--- src/rtl/wordle_board.sv ---
// Wordle game-state engine: 6x5 guess grid, key entry, duplicate-aware scoring,
// win/lose tracking and a registered tile read port for the VGA renderer.
module wordle_board #(
  parameter int ROWS = 6,
  parameter int COLS = 5
) (
  input  logic        dclk,
  input  logic        clr,
  input  logic        new_game,
  input  logic [24:0] target,
  input  logic        key_valid,
  input  logic [4:0]  key_code,
  input  logic        key_back,
  input  logic        key_enter,
  output logic [24:0] cur_word,
  input  logic        cur_in_db,
  input  logic [2:0]  rd_row,
  input  logic [2:0]  rd_col,
  output logic [4:0]  rd_letter,
  output logic        rd_filled,
  output logic [1:0]  rd_status,
  output logic [2:0]  cur_row,
  output logic [2:0]  cur_col,
  output logic        busy,
  output logic        reject,
  output logic        won,
  output logic        lost,
  output logic [2:0]  dbg_state
);

  localparam logic [2:0] S_PLAY    = 3'd0;
  localparam logic [2:0] S_SCORE_G = 3'd1;
  localparam logic [2:0] S_SCORE_Y = 3'd2;
  localparam logic [2:0] S_COMMIT  = 3'd3;
  localparam logic [2:0] S_WON     = 3'd4;
  localparam logic [2:0] S_LOST    = 3'd5;

  localparam logic [2:0] NROW     = 3'(ROWS);
  localparam logic [2:0] NCOL     = 3'(COLS);
  localparam logic [2:0] LAST_ROW = 3'(ROWS - 1);

  logic [4:0] letter_q [ROWS][COLS];
  logic       filled_q [ROWS][COLS];
  logic [1:0] status_q [ROWS][COLS];

  logic [2:0]  state_q, state_d;
  logic [2:0]  cur_row_q, cur_row_d;
  logic [2:0]  cur_col_q, cur_col_d;
  logic        reject_q, reject_d;
  logic [24:0] tgt_q;
  logic [COLS-1:0] green_q, used_q, yellow_q;
  logic [2:0]  yc_q;
  logic [4:0]  rd_letter_q;
  logic        rd_filled_q;
  logic [1:0]  rd_status_q;

  logic       tile_we, tile_fill, score_start;
  logic [2:0] tile_col;
  logic [4:0] tile_letter;
  logic [4:0] guess_y;
  logic       hit;
  logic [2:0] hit_p;

  always_comb begin
    state_d     = state_q;
    cur_row_d   = cur_row_q;
    cur_col_d   = cur_col_q;
    reject_d    = 1'b0;
    tile_we     = 1'b0;
    tile_col    = cur_col_q;
    tile_letter = 5'd0;
    tile_fill   = 1'b0;
    score_start = 1'b0;
    case (state_q)
      S_PLAY: begin
        if (key_enter) begin
          if (cur_col_q == NCOL) begin
            if (cur_in_db) begin
              state_d     = S_SCORE_G;
              score_start = 1'b1;
            end else begin
              reject_d = 1'b1;
            end
          end
        end else if (key_back) begin
          if (cur_col_q != 3'd0) begin
            tile_we   = 1'b1;
            tile_col  = cur_col_q - 3'd1;
            cur_col_d = cur_col_q - 3'd1;
          end
        end else if (key_valid && key_code < 5'd26 && cur_col_q < NCOL) begin
          tile_we     = 1'b1;
          tile_letter = key_code;
          tile_fill   = 1'b1;
          cur_col_d   = cur_col_q + 3'd1;
        end
      end
      S_SCORE_G: state_d = S_SCORE_Y;
      S_SCORE_Y: if (yc_q == NCOL - 3'd1) state_d = S_COMMIT;
      S_COMMIT: begin
        if (&green_q) begin
          state_d = S_WON;
        end else if (cur_row_q == LAST_ROW) begin
          state_d   = S_LOST;
          cur_row_d = NROW;
        end else begin
          state_d   = S_PLAY;
          cur_row_d = cur_row_q + 3'd1;
          cur_col_d = 3'd0;
        end
      end
      default: ;
    endcase
  end

  // Lowest unused target position matching the guess letter under scan.
  always_comb begin
    guess_y = letter_q[cur_row_q][yc_q];
    hit     = 1'b0;
    hit_p   = 3'd0;
    for (int p = COLS - 1; p >= 0; p--) begin
      if (!used_q[p] && tgt_q[5*p +: 5] == guess_y) begin
        hit   = 1'b1;
        hit_p = 3'(p);
      end
    end
  end

  always_ff @(posedge dclk) begin
    if (clr || new_game) begin
      state_q     <= S_PLAY;
      cur_row_q   <= 3'd0;
      cur_col_q   <= 3'd0;
      reject_q    <= 1'b0;
      tgt_q       <= '0;
      green_q     <= '0;
      used_q      <= '0;
      yellow_q    <= '0;
      yc_q        <= 3'd0;
      rd_letter_q <= 5'd0;
      rd_filled_q <= 1'b0;
      rd_status_q <= 2'd0;
      for (int r = 0; r < ROWS; r++) begin
        for (int c = 0; c < COLS; c++) begin
          letter_q[r][c] <= 5'd0;
          filled_q[r][c] <= 1'b0;
          status_q[r][c] <= 2'd0;
        end
      end
    end else begin
      state_q   <= state_d;
      cur_row_q <= cur_row_d;
      cur_col_q <= cur_col_d;
      reject_q  <= reject_d;
      if (tile_we) begin
        letter_q[cur_row_q][tile_col] <= tile_letter;
        filled_q[cur_row_q][tile_col] <= tile_fill;
      end
      if (score_start) tgt_q <= target;
      case (state_q)
        S_SCORE_G: begin
          for (int c = 0; c < COLS; c++) begin
            green_q[c] <= (letter_q[cur_row_q][c] == tgt_q[5*c +: 5]);
            used_q[c]  <= (letter_q[cur_row_q][c] == tgt_q[5*c +: 5]);
          end
          yellow_q <= '0;
          yc_q     <= 3'd0;
        end
        S_SCORE_Y: begin
          if (!green_q[yc_q] && hit) begin
            used_q[hit_p]  <= 1'b1;
            yellow_q[yc_q] <= 1'b1;
          end
          yc_q <= yc_q + 3'd1;
        end
        S_COMMIT: begin
          for (int c = 0; c < COLS; c++)
            status_q[cur_row_q][c] <= green_q[c] ? 2'd3 : (yellow_q[c] ? 2'd2 : 2'd1);
        end
        default: ;
      endcase
      if (rd_row < NROW && rd_col < NCOL) begin
        rd_letter_q <= letter_q[rd_row][rd_col];
        rd_filled_q <= filled_q[rd_row][rd_col];
        rd_status_q <= status_q[rd_row][rd_col];
      end else begin
        rd_letter_q <= 5'd0;
        rd_filled_q <= 1'b0;
        rd_status_q <= 2'd0;
      end
    end
  end

  always_comb begin
    cur_word = '0;
    if (cur_row_q < NROW)
      for (int c = 0; c < COLS; c++) cur_word[5*c +: 5] = letter_q[cur_row_q][c];
  end

  assign rd_letter = rd_letter_q;
  assign rd_filled = rd_filled_q;
  assign rd_status = rd_status_q;
  assign cur_row   = cur_row_q;
  assign cur_col   = cur_col_q;
  assign busy      = (state_q == S_SCORE_G) || (state_q == S_SCORE_Y) || (state_q == S_COMMIT);
  assign reject    = reject_q;
  assign won       = (state_q == S_WON);
  assign lost      = (state_q == S_LOST);
  assign dbg_state = state_q;

endmodule

--- config.mk ---
export PLATFORM = sky130hd
export DESIGN_NAME = wordle_board
export DESIGN_NICKNAME = d
export VERILOG_FILES = /design/src/rtl/wordle_board.sv
export SDC_FILE = /design/constraint.sdc
export NUM_CORES = 1
export LEC_CHECK = 0
export CORE_UTILIZATION = 50
export DETAILED_ROUTE_END_ITERATION = 16
export PLACE_DENSITY_LB_ADDON = 0.05
export SLEW_MARGIN = 20
export SYNTH_ARGS = -nofsm -noshare
export SYNTH_HDL_FRONTEND = slang
export SYNTH_SLANG_ARGS = --single-unit
--- constraint.sdc ---
create_clock -name dclk -period 3.6 [get_ports dclk]
set_input_delay 0.36 -clock dclk [delete_from_list [all_inputs] [get_ports dclk]]
set_output_delay 0.36 -clock dclk [all_outputs]
set_load 0.02 [all_outputs]
==> summary.md, run 1 <==
| Metric | Value |
|---|---|
| Status | finished, final reports clean |
| Postcts setup bufs | 0 |
| Initial antenna violation count | 0 |
| Clk sinks | 384 |
| Starting Density | 51.0% |
| Layout cell share with drive strength beyond 1 | 17.6% |
| Final ANT Viol Nets | 0 |
| WL final | 60,200 um |
| RSZ-0062 raised after global routing | no |
| Num CTS Buffers | 42 |
| Worst Slack Setup Final | 0.0936 ns |
| All-Layer GR Usage | 31.1% |
| Yosys reg bits | 384 |
| H-tree Lvls | 2 |
| Congestion Overflow GR | 0 |
| Final setup fails | 0 |
| Drt drc | 0 |
| Crit end category | output pin |
| Worst Skew | 0.0149 ns |
| Final Non-Filler Cells | 2,221 |
| Final GP Congestion | 0.959 |
| Slew @ Worst Pin | 0.953 ns |
| Clock-pin transition on the worst setup and hold timing paths | 0.07 ns |
| IO Pins | 89 |
| Synthesized area per cell | 12.6 um^2 |
| Seq/Total Area, Yosys | 56.4% |
| Slew HR | 36.0% |
| Post-synth ARST share | 0% |
| Mapped Area | 19,300 um^2 |
| Area leader, netlist | edfxtp_1 |
| Core area | 37,800 um^2 |
| Number of DRC markers in iteration 0 | 1,315 |
| Setup slack at placement | 0.109 ns |
| Pwr dens | 441 nW/um^2 |
| Vias in the first global route | 13,000 |
| Worst VDD drop | 0.452 mV |
| Maxcap violations | 0 |
| Yosys warnings | 0 |
| Top_reg_cell synth | edfxtp_1 |
| Crit start category | flop |
| Power Total | 10,100 uW |
| Pleak | 0.00824 uW |
| Worst Path Class, Setup | flop to output pin |
| Routed length per instance | 27.1 um |
| Tcrit/Tclk final | 97.4% |
| Row cnt | 71 |
| Placed insts | 2,145 |
| Worst EP arrival | 3.15 ns |
| # port buffers | 88 |
| Final nets | 1,729 |
| Post-synth cell types | 55 |
| Final hold vios | 0 |
| Area delta synth->final | 17.9% |
| Pre-antenna DRT Iters | 7 |
| Synth top area share | 49.7% |
| Clock Tree Buf Depth | 3 |
| Root buf cell | clkbuf_16 |
| Post-layout min period | 3.51 ns |
| Max-slew violation count | 0 |
| Die area | 39,400 um^2 |
| Net Count, Synth | 1,587 |
| First-pass GRT wire length | 86,600 um |
| Util after Layout | 60.2% |
| Die X | 199 um |
| Drt via density | 6.08 |
| Number of diodes | 0 |
| HP Class | input port to flop |
| Total Neg Setup Slack | 0 ns |
| Top cells by area, synth | edfxtp_1 (50%), mux4_2 (11%), dfxtp_1 (6.6%) |
| CP required | 3.24 ns |
| Pin count of the biggest net entering global routing | 43 |
| Worst skew pair latency | 0.58 ns |
| EDFF count, synth | 320 |
| Dpl hpwl | 43,600 um |
| CTS tree | yes |
| Fill cells | 3,088 |
| Via Count | 13,500 |
| Worst Path Max Fanout | 26 |
| Fmax achieved | 285 MHz |
| Die height | 199 um |
| Gate Count Post-Synth | 1,536 |
==> sequential cells by signal, indices dropped and copies added, names as in the netlist, named ones only <==
register   cells
green_q        5
cur_row        3
used_q         5
reject         1
rd_status      2
letter_q     200
yellow_q       5
filled_q      40
dbg_state      3
yc_q           3
rd_filled      1
cur_col        3
status_q      80
rd_letter      5
tgt_q         25
==> cells in the mapped netlist, types with 7 or more instances <==
| master | n |
|---|---|
| a21oi_1 | 58 |
| a22oi_1 | 27 |
| and2_1 | 155 |
| and3_1 | 9 |
| buf_1 | 11 |
| buf_2 | 11 |
| clkbuf_1 | 73 |
| dfxtp_1 | 64 |
| edfxtp_1 | 320 |
| ha_1 | 8 |
| inv_1 | 25 |
| mux2i_1 | 115 |
| mux4_2 | 92 |
| nand2_1 | 115 |
| nand2b_1 | 8 |
| nand3_1 | 36 |
| nand4_1 | 11 |
| nor2_1 | 192 |
| nor3_1 | 13 |
| o21ai_0 | 37 |
| o221ai_1 | 16 |
| o22a_1 | 11 |
| o22ai_1 | 12 |
| or3_1 | 7 |
| xnor2_1 | 19 |
| xor2_1 | 32 |
==> repair_timing <==
item                       4_1_cts  5_1_grt
resized for setup                0       19
setup endpoints to repair        0       14
hold buffers                     0        0
==> worst max-delay path, cell delays in order (launching register included) <==
cell and delay (ns):
dfxtp_4 0.45, buf_12 0.25, buf_4 0.24, mux2i_1 0.12, a22oi_1 0.37, nand2_1 0.27, nor2_1 0.20, clkdlybuf4s50_1 0.64
==> layout by cell type (no fill, tap or decap), types with 12 or more instances in the layout <==
cell type	count
and2_1	155
inv_1	25
clkdlybuf4s50_1	86
nor3_1	13
xor2_1	32
nor2_1	191
o22ai_1	12
edfxtp_1	320
clkbuf_16	43
dfxtp_1	62
nand3_1	36
mux4_2	92
buf_4	104
a22oi_1	26
o21ai_0	37
mux2i_1	105
o221ai_1	16
a21oi_1	58
nand2_1	114
xnor2_1	19
==> report_power, final <==
group	switching, uW	internal (uW)
Sequential	58.8	4900
Combinational	449	330
Clock	1840	2470
Total	2350	7700
==> path summary, 6_finish.rpt <==
| kind | end | cells after the start | startpoint | slack [ns] |
|---|---|---|---|---|
| worst min-delay path | tgt_q[18] | 3 | target[18] | 0.33 |
| worst max-delay path | cur_word[3] | 7 | flop | 0.09 |
| worst max register to register | used_q[0] | 12 | flop | 0.15 |
| worst min register to register | yellow_q[3] | 2 | yellow_q[3] | 0.48 |
==> layout make-up <==
class                           instances  area, um^2  share of cell area, %
Inverter                               25        93.8                  0.412
Clock inverter                         13         118                  0.516
Sequential cell                       384       10900                   47.8
Clock buffer                           63        1240                   5.45
Multi-Input combinational cell       1026        8010                   35.1
Tap cell                              511         639                   2.81
Timing Repair Buffer                  199        1790                   7.85
==> logic make-up after synthesis <==
logic type	Yosys count	share of synthesized area (%)
simple gates	569	14.4
flops	384	56.4
mux	212	17.2
compound gates	186	6.48
buf+inv	126	2.69
xor+xnor	51	2.31
fa+ha+maj	8	0.518
==> through the flow <==
step	cell area, um^2	hold slack [ns]
floorplan	19300	0.436
global placement	21300	0.467
detailed placement	21300	0.464
CTS	22700	0.305
global route	22800	0.333
finish	22800	0.329
==> routing by layer <==
layer | up-vias | part of all wire [%] | track usage [%]
li1 | 5973 | - | -
met1 | 6743 | 41 | 42.8
met2 | 672 | 45 | 48.3
met3 | 124 | 9.4 | 6.87
met4 | 0 | 3.8 | 11.9
met5 | - | 0 | 0
Power figures use the tool's default switching activity.
==> inputs of run 2 (changes only) <==
--- a/config.mk
+++ b/config.mk
@@ -5,6 +5,7 @@
 export SDC_FILE = /design/constraint.sdc
 export NUM_CORES = 1
 export LEC_CHECK = 0
+export CORE_ASPECT_RATIO = 0.6
 export CORE_UTILIZATION = 50
 export DETAILED_ROUTE_END_ITERATION = 16
 export PLACE_DENSITY_LB_ADDON = 0.05
==> run 2 against run 1 <==
Compared with the run above:
- cell count fell by 0.54%
- maximum frequency is 0.20% higher
- core utilization decreased by 0.46 points
- clock skew is 0.0048 ns lower
==> summary.md, run 2 (synthesized netlist as in run 1, its figures left out) <==
| Metric | Value |
|---|---|
| Core area | 37,800 um^2 (about the same) |
| Final hold vios | 0 (unchanged) |
| Clock Tree Buf Depth | 3 (unchanged) |
| Worst VDD drop | 0.338 mV (-25%) |
| Final setup fails | 0 (unchanged) |
| H-tree Lvls | 2 (unchanged) |
| Worst EP arrival | 3.14 ns (about the same) |
| Pwr dens | 444 nW/um^2 (+0.72%) |
| Dpl hpwl | 46,000 um (+5.5%) |
| Starting Density | 51.0% (about the same) |
| Slew @ Worst Pin | 1.04 ns (+0.0898 ns) |
| Root buf cell | clkbuf_16 |
| IO Pins | 89 (unchanged) |
| Most frequent cells in the layout | edfxtp_1 (320), nor2_1 (191), and2_1 (155) |
| Worst Path Class, Setup | flop to output pin |
| Num CTS Buffers | 38 (-9.5%) |
| Clock-pin transition on the worst setup and hold timing paths | 0.07 ns (about the same) |
| CP required | 3.24 ns (about the same) |
| Pleak | 0.00814 uW (-1.2%) |
| Design Area, Final | 22,600 um^2 (-0.76%) |
| Number of diodes | 0 (unchanged) |
| Via Count | 13,600 (+0.53%) |
| Fmax achieved | 286 MHz (+0.20%) |
| Pin count of the biggest net entering global routing | 35 (-19%) |
| Max-slew violation count | 0 (unchanged) |
| Congestion Overflow GR | 0 (unchanged) |
| Crit start category | flop |
| Row cnt | 55 (-23%) |
| Final GP Congestion | 0.963 (+0.38%) |
| Status | finished, final reports clean |
| Worst skew pair latency | 0.54 ns (-0.04 ns) |
| Post-layout min period | 3.50 ns (-0.00683 ns) |
| Crit end category | output pin |
| CTS tree | yes |
| Commonest non-fill, non-tap cell in the layout | edfxtp_1 |
| Area delta synth->final | 17.0% |
| Worst Path Max Fanout | 15 (-42%) |
| Die height | 154 um (-22%) |
| Tcrit/Tclk final | 97.2% (-0.19 points) |
| Slew HR | 29.9% (-6.0 points) |
| Final ANT Viol Nets | 0 (unchanged) |
| Area occupied by multi-input gates | 7930 um^2 (-0.95%) |
| Routed length per instance | 28.2 um (+4.1%) |
| Layout cell share with drive strength beyond 1 | 16.5% (-1.2 points) |
| Die area | 39,500 um^2 (about the same) |
| Vias in the first global route | 12,900 (-0.71%) |
| FF+latch area | 10,900 um^2 (unchanged) |
| Reg with most FFs | letter_q |
| WL final | 62,300 um (+3.5%) |
| Final nets | 1,717 (-0.69%) |
| Max reg flops | 200 (unchanged) |
| # port buffers | 88 (unchanged) |
| Die X | 256 um (+29%) |
| Maxcap violations | 0 (unchanged) |
| First-pass GRT wire length | 90,100 um (+4.0%) |
| Initial antenna violation count | 1 (+1) |
| DP Area | 21,300 um^2 (-0.25%) |
| Number of DRC markers in iteration 0 | 1,705 (+30%) |
| Fill cells | 3,061 (-0.87%) |
| Pre-antenna DRT Iters | 7 (unchanged) |
| HP Class | input port to flop |
| Biggest regs | letter_q: 200 flops, status_q: 80 flops, filled_q: 40 flops |
| RSZ-0062 raised after global routing | no |
| All-Layer GR Usage | 31.9% (+0.85 points) |
| Drt via density | 6.15 (+1.1%) |
| Drt drc | 0 (unchanged) |
| Clk sinks | 384 (unchanged) |
| Worst Skew | 0.0101 ns (-0.00483 ns) |
| Total Neg Setup Slack | 0 ns (unchanged) |
| Util after Layout | 59.7% (-0.46 points) |
run 2: changes by cell type in the layout (fill, tap and decap cells not counted), moves of 4 or more:
cell	previous run	this run
buf_4	104	97
bufinv_16	1	6
clkbuf_1	11	3
clkbuf_16	43	38
clkbuf_8	9	4
clkinv_1	2	7
mux2i_1	105	115
mux2i_2	6	2
mux2i_4	9	3
run 2: repair_timing:
action                                  4_1_cts  5_1_grt
resized for setup                             1        1
gates cloned                                  0        0
hold buffers                                  0        0
endpoints found under the setup margin        1        1
buffers inserted                              0        0
hold endpoints to repair                      0        0
run 2: final timing paths:
kind,startpoint,endpoint,slack [ns],cells after the start
worst max-delay path,flop,cur_word[24],0.10,7
worst min-delay path,target[6],tgt_q[6],0.36,3
worst min register to register,yellow_q[1],yellow_q[1],0.47,2
worst max register to register,flop,yellow_q[2],0.20,12
run 2: through the flow:
stage                     std cells  power [uW]  hold WS (ns)  worst slack (ns)
after global placement         2139        5830         0.465             0.242
after detailed placement       2139        5830         0.466             0.254
after CTS                      2209       10100         0.351            0.0966
after global routing           2209       10300         0.365           0.00966
after floorplan                1536        5470         0.436             0.724
final                          2209       10000         0.358             0.100
run 2: final cells by class:
class / instances / share of cell area, %
Sequential cell: 384 / 48.2
Multi-Input combinational cell: 1026 / 35.1
Timing Repair Buffer: 191 / 7.63
Clock buffer: 45 / 4.50
Tap cell: 513 / 2.84
Clock inverter: 25 / 1.36
Inverter: 25 / 0.415
run 2: layer usage:
| layer | global-route usage (%) | part of all wire, % | vias up |
|---|---|---|---|
| met4 | 6.81 | 1.9 | 2 |
| met2 | 41.8 | 39 | 737 |
| met3 | 11.8 | 13 | 72 |
| met5 | 2.42 | 0.21 | - |
| met1 | 49.6 | 45 | 6827 |
| li1 | - | - | 5945 |
run 2: where the power goes:
| group | total, uW | leakage (uW) | internal (uW) | switching, uW |
|---|---|---|---|---|
| clock network | 4290 | 0.000633 | 2480 | 1810 |
| logic | 783 | 0.00359 | 327 | 456 |
| registers | 4980 | 0.00392 | 4900 | 74.3 |
| total | 10000 | 0.00814 | 7700 | 2340 |
run 2: worst max-delay path: stages, from the launching register on:
cell and delay, ns:
dfxtp_4 0.50, buf_12 0.22, buf_4 0.29, mux2i_1 0.13, a22oi_2 0.32, nand2_1 0.26, nor2_1 0.23, clkdlybuf4s50_1 0.64
==> inputs of run 3 (changes only) <==
--- a/config.mk
+++ b/config.mk
@@ -5,6 +5,8 @@
 export SDC_FILE = /design/constraint.sdc
 export NUM_CORES = 1
 export LEC_CHECK = 0
+export CELL_PAD_IN_SITES_DETAIL_PLACEMENT = 1
+export CELL_PAD_IN_SITES_GLOBAL_PLACEMENT = 1
 export CORE_ASPECT_RATIO = 0.6
 export CORE_UTILIZATION = 50
 export DETAILED_ROUTE_END_ITERATION = 16
==> run 3 against run 2 <==
Compared with the run above:
- combinational power increased by 1%
- first-iteration DRC count decreased by 1.9%
- count of clock-buffer cells in the layout increased by 12
- sequential cell count unchanged
- maximum frequency increased by 0.48%
- clock power decreased by 9.6%
- routed wire length increased by 5.2%
- core utilization decreased by 0.34 points
- setup slack improved by 0.017 ns
- register-to-register slack got worse by 0.08 ns
- highest routed layer is now met4
==> summary.md, run 3 (synthesized netlist as in run 1, its figures left out) <==
| Metric | Value |
|---|---|
| Status | finished, final reports clean |
| Worst Path Class, Setup | flop to flop |
| Number of diodes | 0 (unchanged) |
| Drt via density | 6.35 (+3.2%) |
| Starting Density | 51.0% (unchanged) |
| Core area | 37,800 um^2 (unchanged) |
| Worst skew pair latency | 0.56 ns (+0.02 ns) |
| Tcrit/Tclk final | 96.7% (-0.46 points) |
| Post-layout min period | 3.48 ns (-0.0167 ns) |
| Util after Layout | 59.4% (-0.34 points) |
| CTS tree | yes |
| Die X | 256 um (unchanged) |
| Pre-antenna DRT Iters | 5 (-2) |
| Fmax achieved | 287 MHz (+0.48%) |
| Worst Path Max Fanout | 12 (-3) |
| CP required | 4.09 ns (+0.85 ns) |
| Min Hold Slack | 0.358 ns (+0.000117 ns) |
| Placed insts | 2,143 (+0.19%) |
| Slew @ Worst Pin | 0.872 ns (-0.171 ns) |
| Clock-pin transition on the worst setup and hold timing paths | 0.06 ns (about the same) |
| Max-slew violation count | 0 (unchanged) |
| Via Count | 14,000 (+3.3%) |
| Die height | 154 um (unchanged) |
| Total Neg Setup Slack | 0 ns (unchanged) |
| Routed length per instance | 29.7 um (+5.1%) |
| Drt drc | 0 (unchanged) |
| # port buffers | 88 (unchanged) |
| DP Area | 21,300 um^2 (+0.14%) |
| Root buf cell | clkbuf_16 |
| Initial antenna violation count | 1 (unchanged) |
| All-Layer GR Usage | 33.6% (+1.6 points) |
| RSZ-0062 raised after global routing | no |
| Area delta synth->final | 16.4% |
| Die area | 39,500 um^2 (unchanged) |
| Dpl hpwl | 47,700 um (+3.7%) |
| Clock Tree Buf Depth | 3 (unchanged) |
| HP Class | input port to flop |
| Layout cell share with drive strength beyond 1 | 16.1% (-0.31 points) |
| Crit start category | flop |
| Clk sinks | 384 (unchanged) |
| Pin count of the biggest net entering global routing | 50 (+43%) |
| Design Area, Final | 22,500 um^2 (-0.56%) |
| Biggest regs | letter_q: 200 flops, status_q: 80 flops, filled_q: 40 flops |
| Most frequent cells in the layout | edfxtp_1 (320), nor2_1 (191), and2_1 (155) |
| Final ANT Viol Nets | 0 (unchanged) |
| Reg with most FFs | letter_q |
| Row cnt | 55 (unchanged) |
| Final GP Congestion | 0.934 (-3.0%) |
| Number of DRC markers in iteration 0 | 1,672 (-1.9%) |
| Final setup fails | 0 (unchanged) |
| Pwr dens | 429 nW/um^2 (-3.4%) |
| Maxcap violations | 0 (unchanged) |
| Post-CTS Hold Buffers | 0 (unchanged) |
| Final nets | 1,721 (+0.23%) |
| Max reg flops | 200 (unchanged) |
| Pleak | 0.00811 uW (-0.33%) |
| FF+latch area | 10,900 um^2 (unchanged) |
| Worst EP arrival | 3.97 ns (+0.83 ns) |
| Worst VDD drop | 0.272 mV (-19%) |
| Crit end category | flop |
| IO Pins | 89 (unchanged) |
| Fill cells | 3,756 (+23%) |
| First-pass GRT wire length | 96,000 um (+6.5%) |
| Final Non-Filler Cells | 2,211 (+0.091%) |
| Commonest non-fill, non-tap cell in the layout | edfxtp_1 |
| H-tree Lvls | 2 (unchanged) |
| WL final | 65,600 um (+5.2%) |
| Congestion Overflow GR | 0 (unchanged) |
| Worst Skew | 0.0209 ns (+0.0108 ns) |
| Vias in the first global route | 14,200 (+9.7%) |
| Area occupied by multi-input gates | 7920 um^2 (-0.14%) |
| Slew HR | 41.7% (+12 points) |
| Final hold vios | 0 (unchanged) |
| Num CTS Buffers | 37 (-2.6%) |
[run 3: changes by cell type in the layout (fill, tap and decap cells not counted), moves of 2 or more]
| cell | delta |
|---|---|
| clkbuf_8 | +3 |
| clkbuf_1 | +9 |
| clkinv_4 | -2 |
| clkinv_1 | -2 |
| buf_4 | +4 |
| bufinv_16 | -6 |
| inv_6 | -3 |
| clkinvlp_4 | -4 |
[run 3: final cells by class]
type | instances | area share (%)
clock buffer | 57 | 4.86
clock inverter | 10 | 0.312
inverter | 25 | 0.417
multi-input combinational | 1026 | 35.2
sequential | 384 | 48.5
tap | 513 | 2.85
timing repair buffer | 196 | 7.87
[run 3: where the power goes]
group | switching [uW] | total (uW) | leakage, uW | internal [uW]
combinational | 467 | 792 | 0.00363 | 325
clock | 1770 | 3880 | 0.000565 | 2110
sequential | 74.0 | 4980 | 0.00392 | 4900
[run 3: worst paths after layout]
kind | start | end | slack [ns] | depth (start not counted)
hold reg to reg | yellow_q[1] | yellow_q[1] | 0.48 | 2
hold / removal | target[13] | tgt_q[13] | 0.36 | 3
setup reg to reg | flop | used_q[0] | 0.12 | 11
setup / recovery | flop | used_q[0] | 0.12 | 11
[run 3: critical path: stages (launching register included)]
cell and delay, ns:
dfxtp_4 0.53, buf_8 0.22, mux4_2 0.52, mux2i_1 0.40, nand2b_1 0.22, o2111ai_4 0.21, xor2_1 0.23, nor4_4 0.32
nand3_2 0.19, nand3_2 0.18, o221a_4 0.24, a32o_1 0.15
[run 3: metal layers]
| metal | vias up | routed length (um) | GRT usage, % |
|---|---|---|---|
| li1 | 5953 | - | - |
| met1 | 7277 | 29200 | 51.1 |
| met2 | 694 | 28200 | 49.3 |
| met3 | 113 | 6560 | 6.77 |
| met4 | 0 | 1580 | 8.18 |
| met5 | - | 0 | 0 |
[run 3: per-stage QoR]
| stage | setup WS, ns | power [uW] |
|---|---|---|
| floorplan | 0.724 | 5470 |
| global placement | 0.169 | 5820 |
| detailed placement | 0.0218 | 5840 |
| CTS | 0.0527 | 9660 |
| global route | 0.00530 | 9870 |
| finish | 0.117 | 9650 |
[run 3: repair_timing]
item,in CTS,in global routing
gates resized for setup,0,0
setup buffers,0,1
endpoints found under the setup margin,0,11
